## src/rtl/mem_arbiter.sv

```systemverilog
// Memory-port arbiter: I-cache fill, D-cache fill, writeback and DMA share one memory port.
// Define ARB_RR_EN for round-robin between I/D fills; otherwise D-fill has fixed priority.
module mem_arbiter #(
  parameter int unsigned MAX_WAIT = 8
) (
  input  logic        Clk,
  input  logic        Reset,
  input  logic        readM1,
  input  logic        readM2,
  input  logic        writeM2,
  input  logic [15:0] address1,
  input  logic [15:0] address2,
  input  logic        evict1,
  input  logic        evict2,
  input  logic [15:0] evicted1_address,
  input  logic [15:0] evicted2_address,
  input  logic        dmaReq,
  input  logic        memDone,
  output logic        memRead,
  output logic        memWrite,
  output logic [15:0] memAddr,
  output logic [1:0]  memSel,
  output logic [1:0]  instReady,
  output logic [1:0]  memReadReady,
  output logic [1:0]  memWriteReady,
  output logic        dmaGrant,
  output logic        busy
);

  typedef enum logic [1:0] {IDLE, MEM, DONE, DMA} state_t;

  localparam logic [7:0] MAX_W = 8'(MAX_WAIT);
  localparam logic [1:0] SEL_IFILL = 2'd0;
  localparam logic [1:0] SEL_DFILL = 2'd1;
  localparam logic [1:0] SEL_WB    = 2'd2;
  localparam logic [1:0] SEL_DMA   = 2'd3;

  state_t      state_q, state_d;
  logic [7:0]  wait_q, wait_d;
  logic        mem_read_q, mem_read_d;
  logic        mem_write_q, mem_write_d;
  logic [15:0] mem_addr_q, mem_addr_d;
  logic [1:0]  mem_sel_q, mem_sel_d;
  logic [1:0]  inst_rdy_q, inst_rdy_d;
  logic [1:0]  rd_rdy_q, rd_rdy_d;
  logic [1:0]  wr_rdy_q, wr_rdy_d;
  logic        dma_grant_q, dma_grant_d;
  logic        busy_q, busy_d;
  logic        grant_dma, aged, fill_any, pick_d;

  // evict2 alone chooses the writeback source; evict1 carries no extra information
  logic unused_evict1;
  assign unused_evict1 = evict1;

`ifdef ARB_RR_EN
  // 0: last fill served was IFILL, 1: DFILL
  logic rr_q, rr_d;
  assign pick_d = readM2 & (~readM1 | ~rr_q);
`else
  assign pick_d = readM2;
`endif

  assign fill_any = readM1 | readM2;
  assign aged     = dmaReq & (wait_q >= MAX_W);

  always_comb begin
    state_d     = state_q;
    wait_d      = wait_q;
    mem_read_d  = mem_read_q;
    mem_write_d = mem_write_q;
    mem_addr_d  = mem_addr_q;
    mem_sel_d   = mem_sel_q;
    dma_grant_d = dma_grant_q;
    inst_rdy_d  = 2'd0;
    rd_rdy_d    = 2'd0;
    wr_rdy_d    = 2'd0;
    grant_dma   = 1'b0;
`ifdef ARB_RR_EN
    rr_d        = rr_q;
`endif

    case (state_q)
      IDLE: begin
        if (aged) begin
          grant_dma = 1'b1;
        end else if (writeM2) begin
          state_d     = MEM;
          mem_sel_d   = SEL_WB;
          mem_addr_d  = evict2 ? evicted2_address : evicted1_address;
          mem_write_d = 1'b1;
          mem_read_d  = 1'b0;
        end else if (fill_any) begin
          state_d     = MEM;
          mem_sel_d   = pick_d ? SEL_DFILL : SEL_IFILL;
          mem_addr_d  = pick_d ? address2 : address1;
          mem_read_d  = 1'b1;
          mem_write_d = 1'b0;
`ifdef ARB_RR_EN
          rr_d        = pick_d;
`endif
        end else if (dmaReq) begin
          grant_dma = 1'b1;
        end
        if (grant_dma) begin
          state_d     = DMA;
          mem_sel_d   = SEL_DMA;
          dma_grant_d = 1'b1;
          mem_read_d  = 1'b0;
          mem_write_d = 1'b0;
        end
      end
      MEM: begin
        if (memDone) begin
          state_d     = DONE;
          mem_read_d  = 1'b0;
          mem_write_d = 1'b0;
          inst_rdy_d  = (mem_sel_q == SEL_IFILL) ? 2'd1 : 2'd0;
          rd_rdy_d    = (mem_sel_q == SEL_DFILL) ? 2'd1 : 2'd0;
          wr_rdy_d    = (mem_sel_q == SEL_WB)    ? 2'd1 : 2'd0;
        end
      end
      DONE: state_d = IDLE;
      DMA: begin
        if (!dmaReq) begin
          state_d     = IDLE;
          dma_grant_d = 1'b0;
        end
      end
      default: state_d = IDLE;
    endcase

    // DMA aging counter: counts only while DMA is actually waiting
    if (!dmaReq || grant_dma)
      wait_d = 8'd0;
    else if (state_q != DMA && wait_q < MAX_W)
      wait_d = wait_q + 8'd1;

    busy_d = (state_d != IDLE);
  end

  always_ff @(posedge Clk) begin
    if (Reset) begin
      state_q     <= IDLE;
      wait_q      <= 8'd0;
      mem_read_q  <= 1'b0;
      mem_write_q <= 1'b0;
      mem_addr_q  <= 16'd0;
      mem_sel_q   <= 2'd0;
      inst_rdy_q  <= 2'd0;
      rd_rdy_q    <= 2'd0;
      wr_rdy_q    <= 2'd0;
      dma_grant_q <= 1'b0;
      busy_q      <= 1'b0;
`ifdef ARB_RR_EN
      rr_q        <= 1'b0;
`endif
    end else begin
      state_q     <= state_d;
      wait_q      <= wait_d;
      mem_read_q  <= mem_read_d;
      mem_write_q <= mem_write_d;
      mem_addr_q  <= mem_addr_d;
      mem_sel_q   <= mem_sel_d;
      inst_rdy_q  <= inst_rdy_d;
      rd_rdy_q    <= rd_rdy_d;
      wr_rdy_q    <= wr_rdy_d;
      dma_grant_q <= dma_grant_d;
      busy_q      <= busy_d;
`ifdef ARB_RR_EN
      rr_q        <= rr_d;
`endif
    end
  end

  assign memRead       = mem_read_q;
  assign memWrite      = mem_write_q;
  assign memAddr       = mem_addr_q;
  assign memSel        = mem_sel_q;
  assign instReady     = inst_rdy_q;
  assign memReadReady  = rd_rdy_q;
  assign memWriteReady = wr_rdy_q;
  assign dmaGrant      = dma_grant_q;
  assign busy          = busy_q;

endmodule

```

## config.mk

```make
export PLATFORM = sky130hd
export DESIGN_NAME = mem_arbiter
export DESIGN_NICKNAME = d
export VERILOG_FILES = /design/src/rtl/mem_arbiter.sv
export SDC_FILE = /design/constraint.sdc
export NUM_CORES = 1
export LEC_CHECK = 0
export ABC_CLOCK_PERIOD_IN_PS = 1700
export CORE_ASPECT_RATIO = 0.9
export CORE_MARGIN = 8
export CORE_UTILIZATION = 30
export CTS_BUF_LIST = sky130_fd_sc_hd__clkbuf_16
export CTS_CLUSTER_DIAMETER = 60
export DETAILED_ROUTE_END_ITERATION = 6
export PLACE_DENSITY_LB_ADDON = 0.08
export SYNTH_ARGS = -nofsm -noshare
export SYNTH_HDL_FRONTEND = slang
export SYNTH_SLANG_ARGS = --single-unit
export TNS_END_PERCENT = 10
```

## constraint.sdc

```tcl
create_clock -name Clk -period 1.7 [get_ports Clk]
set_input_delay 0.17 -clock Clk [delete_from_list [all_inputs] [get_ports Clk]]
set_output_delay 0.17 -clock Clk [all_outputs]
set_load 0.01 [all_outputs]
```

* Word-level counts from Yosys, hierarchy flattened
Index checks and enable logic that the tools add are counted.
** Storage, ports and cells
- Memory bits (read-only) :: 0
- Latch bits :: 0
- Memories kept :: 0
- Bits of input ports :: 73
- Flip-flop bits (word level) :: 38
- Bits in writable memories :: 0
** Operators by class
- Eq/ne operators :: 12
- Add/subtract/negate cells :: 1
- Reduce and logical (&&, ||, !) cells :: 16
- Order comparisons :: 2
- Multiply operators :: 0
- Shift-type cells :: 0
- Bitwise operators :: 5
- Divide/modulo/power cells :: 0
- Muxes and demuxes :: 39
** Operator list (count)
- 16-bit two-way mux :: 4
- 1-bit two-way mux :: 21
- 2-bit two-way mux :: 10
- 3-bit AND reduction :: 3
- 8-bit by 1-bit adder with 8-bit output, second input constant :: 1
- 8-bit by 4-bit greater-or-equal comparator with 1-bit output, second input constant :: 1
- 8-bit by 4-bit less-than comparator with 1-bit output, second input constant :: 1
- 2-bit inequality test, second input constant :: 4
- 2-bit one-hot mux with 4 select lines :: 1
- 2-bit nonzero test :: 4
- 2-bit == test, second input constant :: 3
- 1-bit one-hot mux with 2 select lines :: 3
- 2-bit by 1-bit == test with 1-bit output, second input constant :: 2
- 2-bit zero test :: 2
- 4-bit inequality test, second input constant :: 1
- 4-bit AND reduction :: 1
- 3-bit inequality test, second input constant :: 1
- 1-bit inverter :: 3
- 3-bit nonzero test :: 1
- 3-bit OR reduction :: 1
- 2-bit by 1-bit inequality test with 1-bit output, second input constant :: 1
- 2-bit OR reduction :: 1
- 1-bit AND :: 1
- 1-bit logical AND :: 1
- 3 further kinds :: 3

* Logic depth before layout (Yosys ltp)
Gate-level depths: netlist (run 1).
- Word-level depth :: 8
- Depth in mapped cells :: 7
- Mapped depth without buffers :: 5

* Worst setup path after synthesis (run 1)
No wires, ideal clock.
- Path kind :: register -> register
- Start point :: register wait_q[4]
- End point :: register mem_addr_q[10] (netlist: memAddr[10])
- Setup slack :: 0.061 ns
- Stages on the path, launching flop included :: 7
- Clock period less this slack :: 1.639 ns
- Library setup time :: 0.132 ns
- Path buffers :: 2
- Arrival time :: 1.507 ns
- Cell sequence :: dfxtp_1 -> or4_4 -> buf_6 -> o21a_4 -> buf_6 -> o21ai_0 -> a21oi_1
** On the way
- Word-level cells in the longest chain between the ends :: 4
** RTL lines
- start, declared :: RTL line 39 : logic [7:0] wait_q, wait_d;
- start signal, assigned :: RTL line 159 : wait_q <= wait_d;
- 8-bit by 4-bit greater-or-equal comparator with 1-bit output :: RTL line 64 : assign aged = dmaReq & (wait_q >= MAX_W);
- 1-bit AND :: RTL line 64
- 1-bit inverter (no line)
- 3-bit AND reduction (no line)
- end signal, assigned :: RTL line 162 : mem_addr_q <= mem_addr_d;
- end, declared :: RTL line 42 : logic [15:0] mem_addr_q, mem_addr_d;
Every way passes these cells.
A chain may end at the register's enable or synchronous reset.

* Worst setup path in the final report (run 1)
- Start point :: register wait_q[4]
- End point :: register busy_q (netlist: busy)
** On the way
- Word-level cells in the longest chain between the ends :: 7
- Elaborated cells on any way between the ends :: 8
- Those cells by class :: 1 x order compare; 5 x mux; 1 x bitwise; 1 x reduce/logical
** RTL lines
- 8-bit by 4-bit greater-or-equal comparator with 1-bit output (*) :: RTL line 64
- 1-bit AND (*) :: RTL line 64
- 1-bit two-way mux :: RTL line 84 : if (aged) begin
- 1-bit two-way mux :: RTL line 82 : case (state_q)
- 2-bit two-way mux (*) :: RTL line 104 : if (grant_dma) begin
- 2-bit one-hot mux with 4 select lines (*) :: RTL line 82
- 2-bit nonzero test (*) :: RTL line 138 : busy_d = (state_d != IDLE);
- end signal, assigned :: RTL line 168 : busy_q <= busy_d;
- end, declared :: RTL line 48 : logic busy_q, busy_d;
Mark *: on every way between the ends. The rest lies on a longest branch, timed or not. The select of a mux whose other input is x is not followed.

==> summary.md, run 1 <==
| Metric | Value |
|---|---|
| Fill cell count | 657 |
| Initial Util | 0.3062 |
| Layout cells sized above 1 | 0.1048 |
| FF+latch count, synth | 35 |
| CP Data Arrival Time | around 1.8 ns |
| Area Growth Syn to Fin | 63.18% |
| Die width | 101.7 um |
| WL/cell | 15.31 um |
| Worst slew pin tran | 0.6920 ns |
| Crit-path max cell delay | 0.61 ns |
| Vias/cell | 4.686 |
| Max Buffers Root-to-Sink | 2 |
| Crit. End Element | flip-flop |
| Synth top area cells | dfxtp_1, mux2i_1, a21oi_1 |
| Synth Area in Adders | 0.01261 |
| Port bufs | 96 |
| Synth Area in Compound Gates | 0.1639 |
| Antenna violations before repair | 0 |
| Synth async-reset ratio | 0 |
| GP Congestion | 0.7727 |
| Vias | 1898 |
| Simple-Gate Fraction of Synth Area | 0.1456 |
| Top-count cell post-synth | mux2i_1 |
| Top Ports | 101 |
| Status | completed |
| Placement Rows | 28 |
| Final setup violation count | 0 |
| P_sw | 628.0 uW |
| CTS clk-pin slew, worst paths | 0.05 ns |
| P_int | approximately 1.8 mW |
| Tmin final | ~1.7 ns |
| Max IR drop VDD | 0.0003711 V |
| Relative slew slack | 0.5372 |
| Sw Ratio | 0.2588 |
| Yosys top cell by area | dfxtp_1 |
| Fin util | 0.4996 |
| DR iter-0 viols | 88 |
| Clk_lat worst skew | 0.28 ns |
| Main combinational cell family by area after synthesis | multiplexers |
| Worst endpoint required time | 1.86 ns |
| Critical path startpoint | wait_q[4]$_SDFFE_PP0P_ |
| Clock root cell | clkbuf_16 |
| Final instance area | around 3200 um2 |
| Hold slack | ~0.47 ns |
| Max Slew Vio Count | 0 |
| Final Hold Vio Count | 0 |
| Placed Area | approximately 3000 um2 |
| Setup Skew | 0.004722 ns |
| # clock sinks | 35 |
| Cells after Synth | between 200 and 250 |
| Final Worst Setup Slack | roughly 0.044 ns |
| Nets | 389 |
| Synth cell types | 36 |
| Slack of the worst reg-to-reg path | 0.04 ns |
| # diodes | 0 |
| Slowest CP cell | or4_4 |
| DRT Pass-1 Iters | 4 |
| Yosys top cell area share | 0.3531 |
| Synth Cell Area | 1984 um2 |
| Comb pwr share | 0.270 |
| YS warnings | 0 |
| Die ar. | roughly 9500 um2 |
| Highest clock rate | 604.0 MHz |
| Detailed Route WL | 6200 um |
| Min-delay worst type | reg2reg |
| R2R Path End | busy$_SDFF_PP0_ |
| Hold Crit Depth | 1 |
| GRT Residual Overflow | 0 |
| Sequential share of the synthesized area | 0.3531 |
| Leakage | 1.316 nW |
| Placeable Area | 6481 um2 |
| Post-Synth XOR/XNOR Area | 0.008827 |
| Post-synth EDFFs | 0 |
| Ys flop type | dfxtp_1 |
| Post-synthesis mux area share | 0.2472 |
| Tot Pwr | 2.426 mW |
| Global-route wire length before repair | 9735 um |
| TritonCTS clock tree | yes |
| Detailed Place HPWL | 4925 um |
| Crit path launch type | flip-flop |
| Antenna-violating nets left | 0 |
| Synth cell count leaders | mux2i_1, dfxtp_1, a21oi_1 |
| Total GRT Usage | 0.1319 |
| Number of H-tree levels | 2 |
| Fin crit share | 0.9739 |
| DP Worst Slack | -0.3275 ns |
| TritonCTS Buffers | 5 |
| Sequential share of power | 0.380 |
| Mapped Avg Cell Area | 9.316 um2 |
| Vias in the first global route | slightly below 2000 |
| CP cell instances | or4_4 > o31ai_4 > o32ai_2 > or2_1 |
| R2r worst-path depth | 4 |
| Worst setup path endpoint | busy$_SDFF_PP0_ |
| RSZ-0062 raised after global routing | yes |
| DRC | 0 |
| Critical path class | reg2reg |
| Pwr dens | 749.2 nW/um2 |
| R2r startpoint | wait_q[4]$_SDFFE_PP0P_ |
| Max Cap Viol | 0 |
| Crit-path max FO | 6 |
| Clk network pwr share | 0.350 |
| Largest net degree at the start of global routing | 20 |
| Die Span Y | 93.16 um |
## worst min path at each step
stage	start	end
after floorplan	Reset	state_q[1]$_SDFF_PP0_
after global placement	wait_q[6]$_SDFFE_PP0P_	wait_q[6]$_SDFFE_PP0P_
after detailed placement	wait_q[6]$_SDFFE_PP0P_	wait_q[6]$_SDFFE_PP0P_
after CTS	wait_q[6]$_SDFFE_PP0P_	wait_q[6]$_SDFFE_PP0P_
after global routing	wait_q[4]$_SDFFE_PP0P_	wait_q[4]$_SDFFE_PP0P_
final	wait_q[6]$_SDFFE_PP0P_	wait_q[6]$_SDFFE_PP0P_
## stage by stage
| stage | TNS (ns) | std cells |
|---|---|---|
| 3_5_place_dp | -4.759 | 397 |
| 5_1_grt | -0.04530 | 405 |
| 3_3_place_gp | -4.415 | 397 |
| 4_1_cts | 0 | 405 |
| 6_report | 0 | 405 |
| 2_1_floorplan | 0 | 215 |
## sequential cells by signal, indices dropped and copies added, names as in the netlist, 2 cells and up
register / cells
wait_q: 8
memAddr: 16
state_q: 2
memSel: 2
## cell families (layout without fill, tap and decap cells)
kind of cell	after synthesis	after routing
AOI/OAI and AO/OA	50	50
xor gates and xnor gates	2	2
adders and majority gates	2	2
buffers and inverters	24	124
DFF	35	35
muxes	49	49
other	1	3
and+or+nand+nor	50	50
## placed cells by master (no fill, tap or decap), types with 3 or more instances in the layout
master,netlist,routed
nand3_1,18,17
clkbuf_16,0,5
clkdlybuf4s50_1,0,96
conb_1,1,3
nand2_1,3,3
mux2i_1,49,49
nor2_1,9,7
o21ai_0,18,18
a21oi_1,21,21
buf_4,5,13
dfxtp_1,35,35
and2_1,4,4
inv_1,6,8
## routing by layer
layer | up-vias | share of wire | track usage
met2 | 70 | 0.43 | 0.1938
met4 | 0 | 0.012 | 0.04461
met1 | 852 | 0.47 | 0.1694
met5 | - | 0 | 0
met3 | 6 | 0.088 | 0.05419
li1 | 970 | - | -
## area by class of cell
cell class | count | area, um2 | share of cell area
tap | 90 | 112.6 | 0.03478
sequential | 35 | 700.7 | 0.2164
timing repair buffer | 110 | 1079 | 0.3331
multi-input combinational | 156 | 1186 | 0.3663
clock inverter | 3 | 12.51 | 0.003864
clock buffer | 5 | 125.1 | 0.03864
inverter | 6 | 22.52 | 0.006955
## power groups by stage
| stage | combinational (mW) | clock (mW) | sequential (mW) |
|---|---|---|---|
| final | 0.654 | 0.850 | 0.922 |
| after global routing | 0.713 | 0.909 | 0.930 |
| after CTS | 0.656 | 0.870 | 0.923 |
| after detailed placement | 0.653 | 0 | 0.938 |
| after global placement | 0.650 | 0 | 0.938 |
| after floorplan | 0.266 | 0 | 0.958 |
## repair_timing
item	in CTS	in global routing
setup buffers	0	0
pin swaps	0	1
gates resized for setup	1	4
endpoints found under the setup margin	5	11
hold buffers	0	0
## worst max-delay path, delay by kind of cell, from the launching register on
family	cells	cell delay, ns
AND/OR/NAND/NOR	2	0.85
AO/OA/AOI/OAI	2	0.38
flip-flops	1	0.31
(Power assumes the default switching activity.)
==> inputs of run 2 (changes only) <==
- GPL_ROUTABILITY_DRIVEN: unset -> 0
==> results of run 2 <==
Final layout, timing and power as in run 1 (identical DEF).
